==> config.mk <==
export PLATFORM = sky130hd
export DESIGN_NAME = seq_csa_multiplier
export DESIGN_NICKNAME = d
export VERILOG_FILES = /design/src/rtl/seq_csa_multiplier.sv
export SDC_FILE = /design/constraint.sdc
export NUM_CORES = 1
export LEC_CHECK = 0
export CAP_MARGIN = 30
export CORE_ASPECT_RATIO = 1.75
export CORE_MARGIN = 2
export CORE_UTILIZATION = 35
export DETAILED_ROUTE_END_ITERATION = 12
export PLACE_DENSITY_LB_ADDON = 0.25
export SLEW_MARGIN = 20
export SYNTH_ARGS = -nofsm -noshare
export SYNTH_HDL_FRONTEND = slang
export SYNTH_SLANG_ARGS = --single-unit
==> constraint.sdc <==
create_clock -name clk -period 7.57 [get_ports clk]
set_clock_uncertainty 0.05 [all_clocks]
set_input_delay 0.757 -clock clk [delete_from_list [all_inputs] [get_ports clk]]
set_output_delay 0.757 -clock clk [all_outputs]
set_load 0.005 [all_outputs]
==> src/rtl/seq_csa_multiplier.sv <==
// Sequential WIDTH x WIDTH multiplier: partial-product rows are folded into carry-save
// sum/carry registers ROWS_PER_CYCLE at a time, then a ripple merge forms the product.
module seq_csa_multiplier #(
  parameter int WIDTH          = 8,
  parameter int ROWS_PER_CYCLE = 1,
  parameter int SIGNED_EN      = 1
) (
  input  logic                 clk,
  input  logic                 rst,
  input  logic                 in_valid,
  output logic                 in_ready,
  input  logic [WIDTH-1:0]     a,
  input  logic [WIDTH-1:0]     b,
  input  logic                 is_signed,
  output logic                 out_valid,
  input  logic                 out_ready,
  output logic [2*WIDTH-1:0]   product
);

  localparam int PW = 2 * WIDTH;
  localparam int CW = $clog2(WIDTH + 1);
  localparam logic [CW-1:0] ROWS_ALL = CW'(WIDTH);
  localparam logic [CW-1:0] ROW_STEP = CW'(ROWS_PER_CYCLE);
  // Baugh-Wooley correction constants: +2^WIDTH and +2^(2*WIDTH-1)
  localparam logic [PW-1:0] BW_CONST = (PW'(1) << WIDTH) | (PW'(1) << (PW - 1));

  typedef enum logic [1:0] {IDLE, BUSY, MERGE, DONE} state_t;

  state_t            state, state_nxt;
  logic [WIDTH-1:0]  a_r, b_r;
  logic              signed_r;
  logic [PW-1:0]     sum_r, carry_r;
  logic [PW-1:0]     sum_nxt, carry_nxt;
  logic [CW-1:0]     row_cnt;
  logic [CW-1:0]     ridx;
  logic [PW-1:0]     pp_v, csh_v;
  logic [1:0]        acc_fa;
  logic [PW-1:0]     csh_m, merge_v;
  logic [1:0]        mrg_fa;
  logic              rc;

  // Returns {carry, sum} of one full-adder cell
  function automatic logic [1:0] fa(input logic s_in, input logic c_in, input logic side_in);
    fa = {(s_in & c_in) | (s_in & side_in) | (c_in & side_in), s_in ^ c_in ^ side_in};
  endfunction

  function automatic logic [PW-1:0] pp_row(input logic [WIDTH-1:0] av,
                                           input logic [WIDTH-1:0] bv,
                                           input logic [CW-1:0]    idx,
                                           input logic             sgn);
    logic [WIDTH-1:0] bits;
    logic             bbit;
    logic             last_row;
    bbit     = |(bv & (WIDTH'(1) << idx));
    last_row = (idx == CW'(WIDTH - 1));
    for (int k = 0; k < WIDTH; k++)
      bits[k] = (av[k] & bbit) ^ (sgn & ((k == WIDTH - 1) != last_row));
    pp_row = {{WIDTH{1'b0}}, bits} << idx;
    // Row 0 never reaches bit WIDTH, so the constants ride along with it
    if (sgn && idx == '0)
      pp_row = pp_row | BW_CONST;
  endfunction

  always_comb begin
    sum_nxt   = sum_r;
    carry_nxt = carry_r;
    ridx      = '0;
    pp_v      = '0;
    csh_v     = '0;
    acc_fa    = '0;
    for (int r = 0; r < ROWS_PER_CYCLE; r++) begin
      ridx  = row_cnt + CW'(r);
      pp_v  = pp_row(a_r, b_r, ridx, signed_r);
      csh_v = carry_nxt << 1;
      for (int k = 0; k < PW; k++) begin
        acc_fa       = fa(sum_nxt[k], csh_v[k], pp_v[k]);
        sum_nxt[k]   = acc_fa[0];
        carry_nxt[k] = acc_fa[1];
      end
    end
  end

  always_comb begin
    csh_m   = carry_r << 1;
    rc      = 1'b0;
    merge_v = '0;
    mrg_fa  = '0;
    for (int k = 0; k < PW; k++) begin
      mrg_fa     = fa(sum_r[k], csh_m[k], rc);
      merge_v[k] = mrg_fa[0];
      rc         = mrg_fa[1];
    end
  end

  always_ff @(posedge clk) begin
    if (rst)
      state <= IDLE;
    else
      state <= state_nxt;
  end

  // BUSY hands off once the counter shows every row has been folded in
  always_comb begin
    state_nxt = state;
    case (state)
      IDLE:    if (in_valid) state_nxt = BUSY;
      BUSY:    if (row_cnt == ROWS_ALL) state_nxt = MERGE;
      MERGE:   state_nxt = DONE;
      DONE:    if (out_ready) state_nxt = IDLE;
      default: state_nxt = IDLE;
    endcase
  end

  always_comb begin
    in_ready  = (state == IDLE);
    out_valid = (state == DONE);
  end

  always_ff @(posedge clk) begin
    if (rst) begin
      a_r      <= '0;
      b_r      <= '0;
      signed_r <= 1'b0;
      sum_r    <= '0;
      carry_r  <= '0;
      row_cnt  <= '0;
      product  <= '0;
    end else begin
      case (state)
        IDLE: if (in_valid) begin
          a_r      <= a;
          b_r      <= b;
          signed_r <= (SIGNED_EN != 0) && is_signed;
          sum_r    <= '0;
          carry_r  <= '0;
          row_cnt  <= '0;
        end
        BUSY: if (row_cnt != ROWS_ALL) begin
          sum_r   <= sum_nxt;
          carry_r <= carry_nxt;
          row_cnt <= row_cnt + ROW_STEP;
        end
        MERGE:   product <= merge_v;
        default: ;
      endcase
    end
  end

endmodule

==> run_results.csv <==
group,metric,value,unit
routing,via_per_inst,5.21,
placed_design,gpl.final_weighted_congestion,0.888,
synthesis,share_of_cell_area_taken_by_muxes_after_synthesis,7.59,%
timing,max_clock_freq,156,MHz
timing,slew-limit-headroom,37.5,%
finish,antenna-diode-count,0,
critical_path,critical_path.cell_chain,"ha_1 > fa_1 > fa_1 > fa_1 > fa_1 > fa_1 > fa_1 > fa_1 > fa_1 > fa_1 > fa_1 > fa_1 > fa_1 > fa_1 > xnor2_1 > xnor2_1 > mux2i_1 > nor2_1",
floorplan,chipWidth,85.7,µm
synthesis,synth_xor_area_share,2.79,%
synthesis,synth-edff-count,0,
synthesis,yosysTopAreaCell,"sky130_fd_sc_hd__dfxtp_1",
placed_design,hpwl,6700,µm
finish,nNetsFinal,538,
global_routing,grt_use_met1,17.7,%
synthesis,post_synthesis_compound_gate_area_fraction,14.7,%
finish,layout-drive-gt1-share,8.49,%
routing,detailedRoute.firstIterationViolations,133,
finish,syn_to_final_growth,18.5,%
clocking,numClockSinks,70,
global_routing,antenna_found_initial,0,
timing,post_route_minimum_period,6400,ps
global_routing,grt_overflow,0,
synthesis,yosys_warnings,0,
synthesis,synth_cell_types,55,
synthesis,post_synthesis_area_per_instance,9.02,µm²
critical_path,arrival,6540,ps
worst_hold_path,holdPathStages,2,
floorplan,initial_core_util,35.7,%
timing,tightestPinTransition,937,ps
synthesis,synth_flop_cell,"sky130_fd_sc_hd__dfxtp_1",
critical_path,critical_path.most_common_cell,"sky130_fd_sc_hd__fa_1",
clocking,tritoncts.num_buffers,9,
timing,fin_crit_sh,84.6,%
floorplan,floorplan.io_pins,39,
clocking,cts.clk_slew.worst_paths,60,ps
critical_path,slowest_delay,420,ps
synthesis,synth.net_count,513,
synthesis,synth_sequential_area_ratio,34.3,%
timing,tns,0,ps
critical_path,worst_setup_path_start_kind,"register",
critical_path,critPathSlowestCell,"sky130_fd_sc_hd__fa_1",
placed_design,port_buffers,38,
power,total_leakage_power,1.74,nW
synthesis,largest_family_of_logic_cells_by_synthesized_area,"simple AND/OR/NAND/NOR gates",
outcome,status,"completed",
global_routing,vias_in_the_first_global_route,3273,
critical_path,path_class,"reg2reg",
clocking,postCtsSetupRepairBufs,0,
worst_hold_path,worstHoldPathType,"reg2reg",
routing,drt-pass1-iter-count,5,
global_routing,grt_first_pass_wirelength,15800,µm
routing,detail-route-antenna-nets,0,
timing,finalSetupViolCount,0,
synthesis,yosys-top-cells-count,"sky130_fd_sc_hd__nor2_1, sky130_fd_sc_hd__dfxtp_1, sky130_fd_sc_hd__nand2_1",
clocking,clock_tree.root_cell,"sky130_fd_sc_hd__clkbuf_16",
global_routing,groute.layer.met2.usage,27.8,%
synthesis,yosys.area.top_type_share,34.3,%
synthesis,synth_fa_ha_area_share,16.9,%
routing,drt-total-wl,9210,µm
routing,post-route-drc-count,0,
clocking,cts_tree,"done",
timing,rsz0062_at_grt,"false",
critical_path,endpoint_kind,"register",
clocking,clk_path_buf_depth,2,
synthesis,synth_async_sr_flop_share,0,%
critical_path,worstRegToRegCells,18,
clocking,clk_latency,330,ps
power,power.total,1.28,mW
global_routing,top_usage_layer,"met2",
clocking,cts.repair.resized,0,
synthesis,netlist_instances,453,
floorplan,core_area,0.0115,mm²
routing,num_vias,3222,
synthesis,postSynthRegisterBits,70,
floorplan,rows,52,
flow_run,maxCapViolations,0,
global_routing,grt_use_total,15.8,%
critical_path,critical_path_required,7700,ps
synthesis,top_count_cell_post_synth,"sky130_fd_sc_hd__nor2_1",
clocking,htreeDepth,3,
timing,final_hold_violation_count,0,
power,power_per_cell_area,263,mW/mm²
global_routing,grt.met3_usage,3.15,%
critical_path,critical_path_peak_fanout,3,
floorplan,chip_height,147,µm
synthesis,synth.top_cells.by_area,"sky130_fd_sc_hd__dfxtp_1, sky130_fd_sc_hd__fa_1, sky130_fd_sc_hd__nor2_1",
synthesis,synth-simple-area-share,17.1,%
finish,filler_cell_count,1160,
floorplan,fp.dieArea,0.0126,mm²
clocking,post_cts_hold_buffer_count,0,
global_routing,grt_max_degree,71,
synthesis,synth.cell_area,0.00409,mm²
timing,drv_slew,0,
critical_path,cp_depth,18,
critical_path,path_buf_inv,0,
routing,wire_per_inst,14.9,µm
power,max-vdd-ir-drop,0.000132,V
critical_path,cpLargestDelayFamily,"adder cells",
stage by stage:
| step | setup WS [ps] | hold WS (ps) | instance area (µm²) | std cells | utilization (%) |
|---|---|---|---|---|---|
| floorplan | 1520 | 386 | 4090 | 453 | - |
| finish | 1170 | 407 | 4840 | 618 | 42.3 |
| global route | 942 | 430 | 4840 | 618 | 42.3 |
| global placement | 1220 | 398 | 4460 | 599 | 38.9 |
| detailed placement | 1140 | 402 | 4470 | 600 | 39.1 |
| CTS | 1130 | 410 | 4820 | 616 | 42.1 |
layout by cell type, fill, tap and decap left out, types with 3 or more instances in the layout:
master,netlist,layout
sky130_fd_sc_hd__nand4_1,5,5
sky130_fd_sc_hd__xnor2_1,9,9
sky130_fd_sc_hd__o21ai_0,7,7
sky130_fd_sc_hd__clkbuf_16,0,9
sky130_fd_sc_hd__buf_4,3,3
sky130_fd_sc_hd__ha_1,12,12
sky130_fd_sc_hd__a22oi_1,18,18
sky130_fd_sc_hd__xor2_1,4,4
sky130_fd_sc_hd__dfxtp_1,70,70
sky130_fd_sc_hd__nand2_1,52,52
sky130_fd_sc_hd__a21oi_1,38,38
sky130_fd_sc_hd__nand3b_1,3,3
sky130_fd_sc_hd__nand3_1,7,7
sky130_fd_sc_hd__fa_1,27,27
sky130_fd_sc_hd__bufinv_16,0,3
sky130_fd_sc_hd__inv_1,19,19
sky130_fd_sc_hd__nor2_1,81,80
sky130_fd_sc_hd__mux2i_1,22,22
sky130_fd_sc_hd__mux2_2,4,4
sky130_fd_sc_hd__clkdlybuf4s50_1,0,37
sky130_fd_sc_hd__o22ai_1,3,3
cell families after synthesis:
logic type,after synthesis
AO/OA/AOI/OAI,88
multiplexers,28
adder cells (fa/ha/maj),39
AND/OR/NAND/NOR,165
flip-flops,70
XOR/XNOR,13
buffers and inverters,50
worst paths after layout:
| check | end | slack, ps | startpoint |
|---|---|---|---|
| worst max-delay path | product[15] | 1170 | sum_r[1] |
| worst min-delay path | b_r[0] | 410 | b_r[0] |
| worst max register to register | product[15] | 1170 | sum_r[1] |
| worst min register to register | b_r[0] | 410 | b_r[0] |
tightest hold or removal path, cell delays in order, from the launching register on:
cell and delay, ps:
sky130_fd_sc_hd__dfxtp_1 310, sky130_fd_sc_hd__nand2_1 50, sky130_fd_sc_hd__a21oi_1 50
cell type report:
cell class / instances / area (µm²) / share of cell area [%]
clock buffer: 10 / 239 / 4.93
clock inverter: 6 / 109 / 2.25
inverter: 21 / 78.8 / 1.63
multi-input combinational: 333 / 2420 / 49.9
sequential: 70 / 1400 / 28.9
tap: 135 / 169 / 3.49
timing repair buffer: 43 / 428 / 8.83
registers in the layout (all words and copies together) (netlist names):
| signal | flops |
|---|---|
| sum_r | 16 |
| state | 2 |
| carry_r | 15 |
| signed_r | 1 |
| a_r | 8 |
| b_r | 8 |
| product | 16 |
| row_cnt | 4 |
where the power goes:
part | switching, mW | total, mW | internal [mW]
Combinational | 0.222 | 0.351 | 0.129
Clock | 0.156 | 0.486 | 0.330
Sequential | 0.0417 | 0.438 | 0.396
Total | 0.419 | 1.28 | 0.856
metal layers:
metal  up-vias  part of all wire, %
met1      1554                   40
met4         0                  4.0
met5         -                    0
met2        68                   54
met3        18                  2.5
li1       1582                    -
(Power assumes the default switching activity.)
